--- config.mk ---
export PLATFORM = sky130hd
export DESIGN_NAME = cache_mem_arbiter
export DESIGN_NICKNAME = d
export VERILOG_FILES = /design/src/rtl/cache_mem_arbiter.sv
export SDC_FILE = /design/constraint.sdc
export NUM_CORES = 1
export LEC_CHECK = 0
export ABC_CLOCK_PERIOD_IN_PS = 2400
export BUFFER_PORTS_ARGS = -buffer_cell sky130_fd_sc_hd__clkbuf_2
export CAP_MARGIN = 10
export CELL_PAD_IN_SITES_DETAIL_PLACEMENT = 0
export CELL_PAD_IN_SITES_GLOBAL_PLACEMENT = 1
export CORE_UTILIZATION = 38
export CTS_BUF_LIST = sky130_fd_sc_hd__clkbuf_8
export DETAILED_ROUTE_END_ITERATION = 8
export PLACE_DENSITY = 0.87
export SLEW_MARGIN = 15
export SYNTH_ARGS = -nofsm -noshare
export SYNTH_HDL_FRONTEND = slang
export SYNTH_SLANG_ARGS = --single-unit
--- constraint.sdc ---
create_clock -name CLK -period 2.4 [get_ports CLK]
set_input_delay 0.36 -clock CLK [delete_from_list [all_inputs] [get_ports CLK]]
set_output_delay 0.36 -clock CLK [all_outputs]
set_load 0.01 [all_outputs]
--- src/rtl/cache_mem_arbiter.sv ---
// Memory-side responder for the caches: arbitrates icache reads and dcache reads/writes
// onto one RAM port, dcache first, with a starvation guard that forces the icache ahead.
module cache_mem_arbiter #(
   parameter int ADDR_W     = 32,
   parameter int DATA_W     = 32,
   parameter int STARVE_MAX = 4
) (
   input  logic              CLK,
   input  logic              RST,
   input  logic              iREN,
   input  logic [ADDR_W-1:0] iaddr,
   output logic              iwait,
   output logic [DATA_W-1:0] iload,
   input  logic              dREN,
   input  logic              dWEN,
   input  logic [ADDR_W-1:0] daddr,
   input  logic [DATA_W-1:0] dstore,
   output logic              dwait,
   output logic [DATA_W-1:0] dload,
   output logic              ram_ren,
   output logic              ram_wen,
   output logic [ADDR_W-1:0] ram_addr,
   output logic [DATA_W-1:0] ram_store,
   input  logic [DATA_W-1:0] ram_load,
   input  logic              ram_ready
);

   localparam logic [3:0] CNT_MAX = 4'(STARVE_MAX);

   typedef enum logic [1:0] {IDLE, IBUSY, DBUSY} state_t;

   state_t            state, state_nxt;
   logic [3:0]        cnt;
   logic [ADDR_W-1:0] addr_q;
   logic [DATA_W-1:0] data_q;
   logic              wr_q;
   logic [DATA_W-1:0] iload_q, dload_q;
   logic              dpend, dgrant, igrant, idone, ddone;

   assign dpend  = dREN | dWEN;
   assign dgrant = (state == IDLE) && dpend && !(iREN && (cnt == CNT_MAX));
   assign igrant = (state == IDLE) && !dgrant && iREN;
   // A request dropped while busy is an abort and beats a simultaneous ram_ready.
   assign idone  = (state == IBUSY) && iREN && ram_ready && !RST;
   assign ddone  = (state == DBUSY) && dpend && ram_ready && !RST;

   always_ff @(posedge CLK) begin
      if (RST) state <= IDLE;
      else     state <= state_nxt;
   end

   always_comb begin
      state_nxt = state;
      case (state)
         IDLE: begin
            if (dgrant)      state_nxt = DBUSY;
            else if (igrant) state_nxt = IBUSY;
         end
         IBUSY:   if (!iREN || ram_ready)  state_nxt = IDLE;
         DBUSY:   if (!dpend || ram_ready) state_nxt = IDLE;
         default: state_nxt = IDLE;
      endcase
   end

   always_comb begin
      ram_ren   = 1'b0;
      ram_wen   = 1'b0;
      ram_addr  = '0;
      ram_store = '0;
      case (state)
         IBUSY: begin
            ram_ren  = 1'b1;
            ram_addr = addr_q;
         end
         DBUSY: begin
            ram_ren   = !wr_q;
            ram_wen   = wr_q;
            ram_addr  = addr_q;
            ram_store = data_q;
         end
         default: ;
      endcase
      iwait = !idone;
      dwait = !ddone;
      iload = idone ? ram_load : iload_q;
      dload = (ddone && !wr_q) ? ram_load : dload_q;
   end

   always_ff @(posedge CLK) begin
      if (RST) begin
         cnt     <= '0;
         addr_q  <= '0;
         data_q  <= '0;
         wr_q    <= 1'b0;
         iload_q <= '0;
         dload_q <= '0;
      end else begin
         if (dgrant) begin
            addr_q <= daddr;
            data_q <= dstore;
            wr_q   <= dWEN;
            if (!iREN)                cnt <= '0;
            else if (cnt != CNT_MAX)  cnt <= cnt + 4'd1;
         end else if (igrant) begin
            addr_q <= iaddr;
            wr_q   <= 1'b0;
            cnt    <= '0;
         end
         if (idone)           iload_q <= ram_load;
         if (ddone && !wr_q)  dload_q <= ram_load;
      end
   end

endmodule

Word-level counts from Yosys, hierarchy flattened
Index checks and enable logic that the tools add are counted.

Register bits after elaboration: 135. Bits of input ports: 134. Output and inout port bits: 132.

$add $sub $neg: 1. Eq/ne operators: 8. Mux-type cells: 19. Bitwise logic cells: 1. Reduce and logical (&&, ||, !) cells: 27.

Operator list (count): $mux W32 (6); $mux W4 (4); $logic_and A1 B1 Y1 (12); $logic_not A1 Y1 (8); $mux W2 (4); $pmux W2 S3 (1); $add A4 B1 Y4 const B (1); $eq A4 B3 Y1 const B (1); $ne A2 B1 Y1 const B (2); $ne A4 B3 Y1 const B (1); $mux W1 (3); $ne A3 B2 Y1 const B (1); $ne A3 B3 Y1 const B (1); $reduce_and A3 Y1 (1); $eq A2 B1 Y1 const B (1); $eq A2 B2 Y1 const B (1); $logic_not A2 Y1 (1); $logic_or A1 B1 Y1 (2); $pmux W1 S2 (1); $reduce_and A2 Y1 (1); $reduce_bool A2 Y1 (1); $reduce_or A2 Y1 (1); $or A1 B1 Y1 (1).

Depth between registers and ports, before layout
Depth in word-level cells: 10. Gate-level depth with buffers: 8. Mapped depth without buffers: 5.

Least setup slack after synthesis
No wires, ideal clock.

Path kind: reg2out. Start: reg state[0]. End: out dload[10]. Arrival time: 1.408 ns. Slack: 0.632 ns. Stages on the path, launching flop included: 8. Buffers on the path: 2. Cells stage by stage: dfxtp_1 inv_1 ha_1 buf_2 o21ai_1 clkbuf_1 o31ai_1 nand2_1.

Longest elaborated chain between the ends: 6.

RTL lines: start: declaration (line 32) `state_t state, state_nxt;`; start signal: assignment (line 49) `else state <= state_nxt;`; $eq A2 B2 Y1 (line 45) `assign ddone = (state == DBUSY) && dpend && ram_ready && !RST;`; $logic_and A1 B1 Y1 (3 in a row) (line 45); $logic_and A1 B1 Y1 (line 86) `dload = (ddone && !wr_q) ? ram_load : dload_q;`; $mux W32; end: declaration (line 19) `output logic [DATA_W-1:0] dload,`.

No other way between the ends.

Worst setup path after layout
Start: reg state[1]. End: out iload[25].

Longest elaborated chain between the ends: 5.

RTL lines: $eq A2 B1 Y1 (line 44) `assign idone = (state == IBUSY) && iREN && ram_ready && !RST;`; $logic_and A1 B1 Y1 (3 in a row) (line 44); $mux W32; end: declaration (line 13) `output logic [DATA_W-1:0] iload,`.

No other way between the ends.

==> summary.md <==
| Metric | Value |
|---|---|
| Fin Hold WS | `144 ps` |
| Crit start category | `register` |
| Placeable core area | `0.0165 mm²` |
| RSZ-0062 raised after global routing | `no` |
| WP data arrival | `1890 ps` |
| Leading cell types in the layout, fill and taps excluded | `clkbuf_2 (264), dfxtp_1 (134), a21oi_1 (71)` |
| Final worst-path cycle share | `0.939` |
| Critical-path top delay cell | `dfxtp_2` |
| Hold Path Class | `input port to register` |
| Die Wd | `132 µm` |
| Syn Nets | `891` |
| Initial antenna violation count | `0` |
| Cell depth of the worst hold path | `3` |
| Max-Cap Viols | `0` |
| Tot GR Track Use | `0.223` |
| WL per Instance | `16.3 µm` |
| DRC | `0` |
| Asr flop ratio synth | `0` |
| Worst-Margin Slew | `1020 ps` |
| R2R depth | `6` |
| Comb power frac | `0.316` |
| Root Buffer | `clkbuf_8` |
| Int Power | `0.00426 W` |
| Final setup violation count | `0` |
| Hpwl dp | `12400 µm` |
| Leakage power | `3.94 nW` |
| Initial Util | `0.387` |
| Setup_tns | `0 ps` |
| EDFF count, synth | `0` |
| Die Span Y | `132 µm` |
| Psw | `0.00245 W` |
| First-pass GRT wire length | `31300 µm` |
| Layout cells sized above 1 | `0.380` |
| Final Routed Wirelength | `19900 µm` |
| # diodes | `0` |
| CTS clock-pin slew for the worst setup and hold paths | `80 ps` |
| Final Hold Vio Count | `0` |
| Outcome | `finished, final reports clean` |
| Worst Skew | `20.2 ps` |
| CTS Sinks | `135` |
| Post-synthesis cell area | `0.00639 mm²` |
| Clk_lat worst skew | `450 ps` |
| Cells after synthesis | `752` |
| Vias in the first global route | `6208` |
| Most common cell after layout, fill and taps aside | `clkbuf_2` |
| Num rows | `47` |
| Setup CP Type | `register to primary output` |
| Worst setup EP type | `primary output` |
| VDD IR max | `0.441 mV` |
| Critical path cell sequence | `inv_1, ha_4, nand4b_4, buf_4, mux2_1, clkbuf_2` |
| Buf/Inv on CP | `3` |
| FF+latch count, synth | `135` |
| Drt first pass iters | `4` |
| CP max stage delay | `350 ps` |
| Port bufs | `265` |
| Layout area overhead | `32.2%` |
| Sequential share of power | `0.389` |
| DRT antenna net count | `0` |
| Min-delay src | `dstore[0]` |
| I/O Pins | `266` |
| Yosys cell types | `37` |
| Most used flip-flop cell after synthesis | `dfxtp_1` |
| R2R setup slack | `530 ps` |
| Sequential fraction of the synthesis area | `0.423` |
| Worst setup path startpoint | `state[1]` |
| DRC marker count from the first detailed-route iteration | `392` |
| Gr ovfl total | `0` |
| Final Slew Violations | `0` |
| Relative slew slack | `0.321` |
| Syn Area/Cell | `8.50 µm²` |
| Worst r2r src | `state[0]` |
| Clk pwr share | `0.295` |
| Hold endpoint | `data_q[0]` |
| Kind of cell adding the most delay to the critical path | `buffers and inverters` |
| Switch share | `0.366` |
| H-tree depth | `4` |
| Vias per inst | `5.30` |
| Req. time, crit path | `2040 ps` |
| Critical Path Fanout Max | `5` |
| Clock Tree Buf Depth | `2` |
| Count of warnings emitted by yosys | `0` |
| Nets@finish | `1124` |
| Final min period | `2250 ps` |
| Detailed-route via count | `6454` |
| Reg-to-reg endpoint | `data_q[19]` |
| CTS tree | `yes` |
| GPL Wtd Cong | `0.758` |
| Power Dens Cells | `794 mW/mm²` |
| Die area | `0.0174 mm²` |
| Max Freq | `444 MHz` |
| CTS Buf Count | `17` |
| Largest net degree at the start of global routing | `90` |
## cells in the mapped netlist (2+ instances only)
cell type,number,area [µm²]
dfxtp_1,135,2700
a21oi_1,71,355
nand2_1,70,263
nand3_1,66,330
and2_1,65,407
clkbuf_1,50,188
nand4_1,35,219
nor2b_1,34,213
o21ai_0,33,165
o31ai_1,33,248
a311oi_1,32,280
nor3_1,32,160
buf_2,19,95.1
mux2_2,15,169
mux2_4,10,150
inv_1,7,26.3
mux2_1,7,78.8
buf_4,5,37.5
buf_6,5,56.3
ha_1,5,62.6
a221oi_1,2,17.5
buf_1,2,7.51
nand2b_1,2,12.5
o21a_1,2,15.0
o21ai_1,2,10.0
xor2_1,2,17.5
## metrics by stage
step | setup slack, ps | instances | cell area, µm² | power [W] | util
after CTS | 8.95 | 1217 | 8330 | 0.00670 | 0.504
after floorplan | 632 | 752 | 6390 | 0.00394 | -
after detailed placement | 87.9 | 1182 | 7830 | 0.00469 | 0.474
final | 146 | 1218 | 8450 | 0.00671 | 0.511
after global placement | 162 | 1182 | 7830 | 0.00469 | 0.474
after global routing | 28.3 | 1218 | 8450 | 0.00714 | 0.511
## worst reg2reg max path, delay by kind of cell, from the launching register on
| kind | cells | cell delay, ps |
|---|---|---|
| flops | 1 | 420 |
| fa+ha+maj | 1 | 250 |
| buf+inv | 2 | 490 |
| compound gates | 3 | 630 |
## final cells by class
type,count,area (µm²)
inverter,7,26.3
clock buffer,18,248
timing repair buffer,294,1590
sequential,135,2700
multi-input combinational,530,3450
clock inverter,14,161
fill,1610,8070
tap,220,275
## sequential cells by signal (all words and copies together), names as in the netlist
signal / flops
state: 2
addr_q: 32
wr_q: 1
data_q: 32
cnt: 4
iload_q: 32
dload_q: 32
## routing by layer
layer  vias to the layer above  GRT usage  wire length [µm]  share of wire
met5                         -          0                 0              0
met4                         0     0.0717               301          0.015
met3                        22     0.0694              1270          0.064
met2                       221      0.354              9150           0.46
met1                      3035      0.288              9150           0.46
li1                       3176          -                 -              -
## what timing repair did
| item | CTS | global route |
|---|---|---|
| buffers inserted | 3 | 0 |
| hold buffers | 0 | 0 |
| setup endpoints to repair | 50 | 37 |
| gates resized for setup | 6 | 23 |
| pin swaps | 2 | 0 |
| gates cloned | 1 | 1 |
## kinds of logic (layout without fill, tap and decap cells)
| kind of cell | Yosys count | count (layout) | synth area share |
|---|---|---|---|
| AND/OR/NAND/NOR | 310 | 311 | 0.262 |
| AO/OA/AOI/OAI | 179 | 180 | 0.176 |
| flip-flops | 135 | 135 | 0.423 |
| buffers and inverters | 89 | 333 | 0.0650 |
| multiplexers | 32 | 32 | 0.0622 |
| adder cells (fa/ha/maj) | 5 | 5 | 0.00978 |
| XOR/XNOR | 2 | 2 | 0.00274 |
## how the worst max path moves through the flow
stage,endpoint,cells after the start
after floorplan,dload[10],7
after global routing,iload[29],6
after detailed placement,iload[8],5
after global placement,iload[30],5
final,iload[25],6
after CTS,dload[22],6
## power by group through the flow
stage	sequential (W)	combinational, W	clock (W)
floorplan	0.00263	0.00131	0
global route	0.00265	0.00234	0.00215
finish	0.00261	0.00212	0.00198
CTS	0.00261	0.00206	0.00204
global placement	0.00265	0.00204	0
detailed placement	0.00266	0.00203	0
No activity file was read; power rests on OpenSTA's default activity.
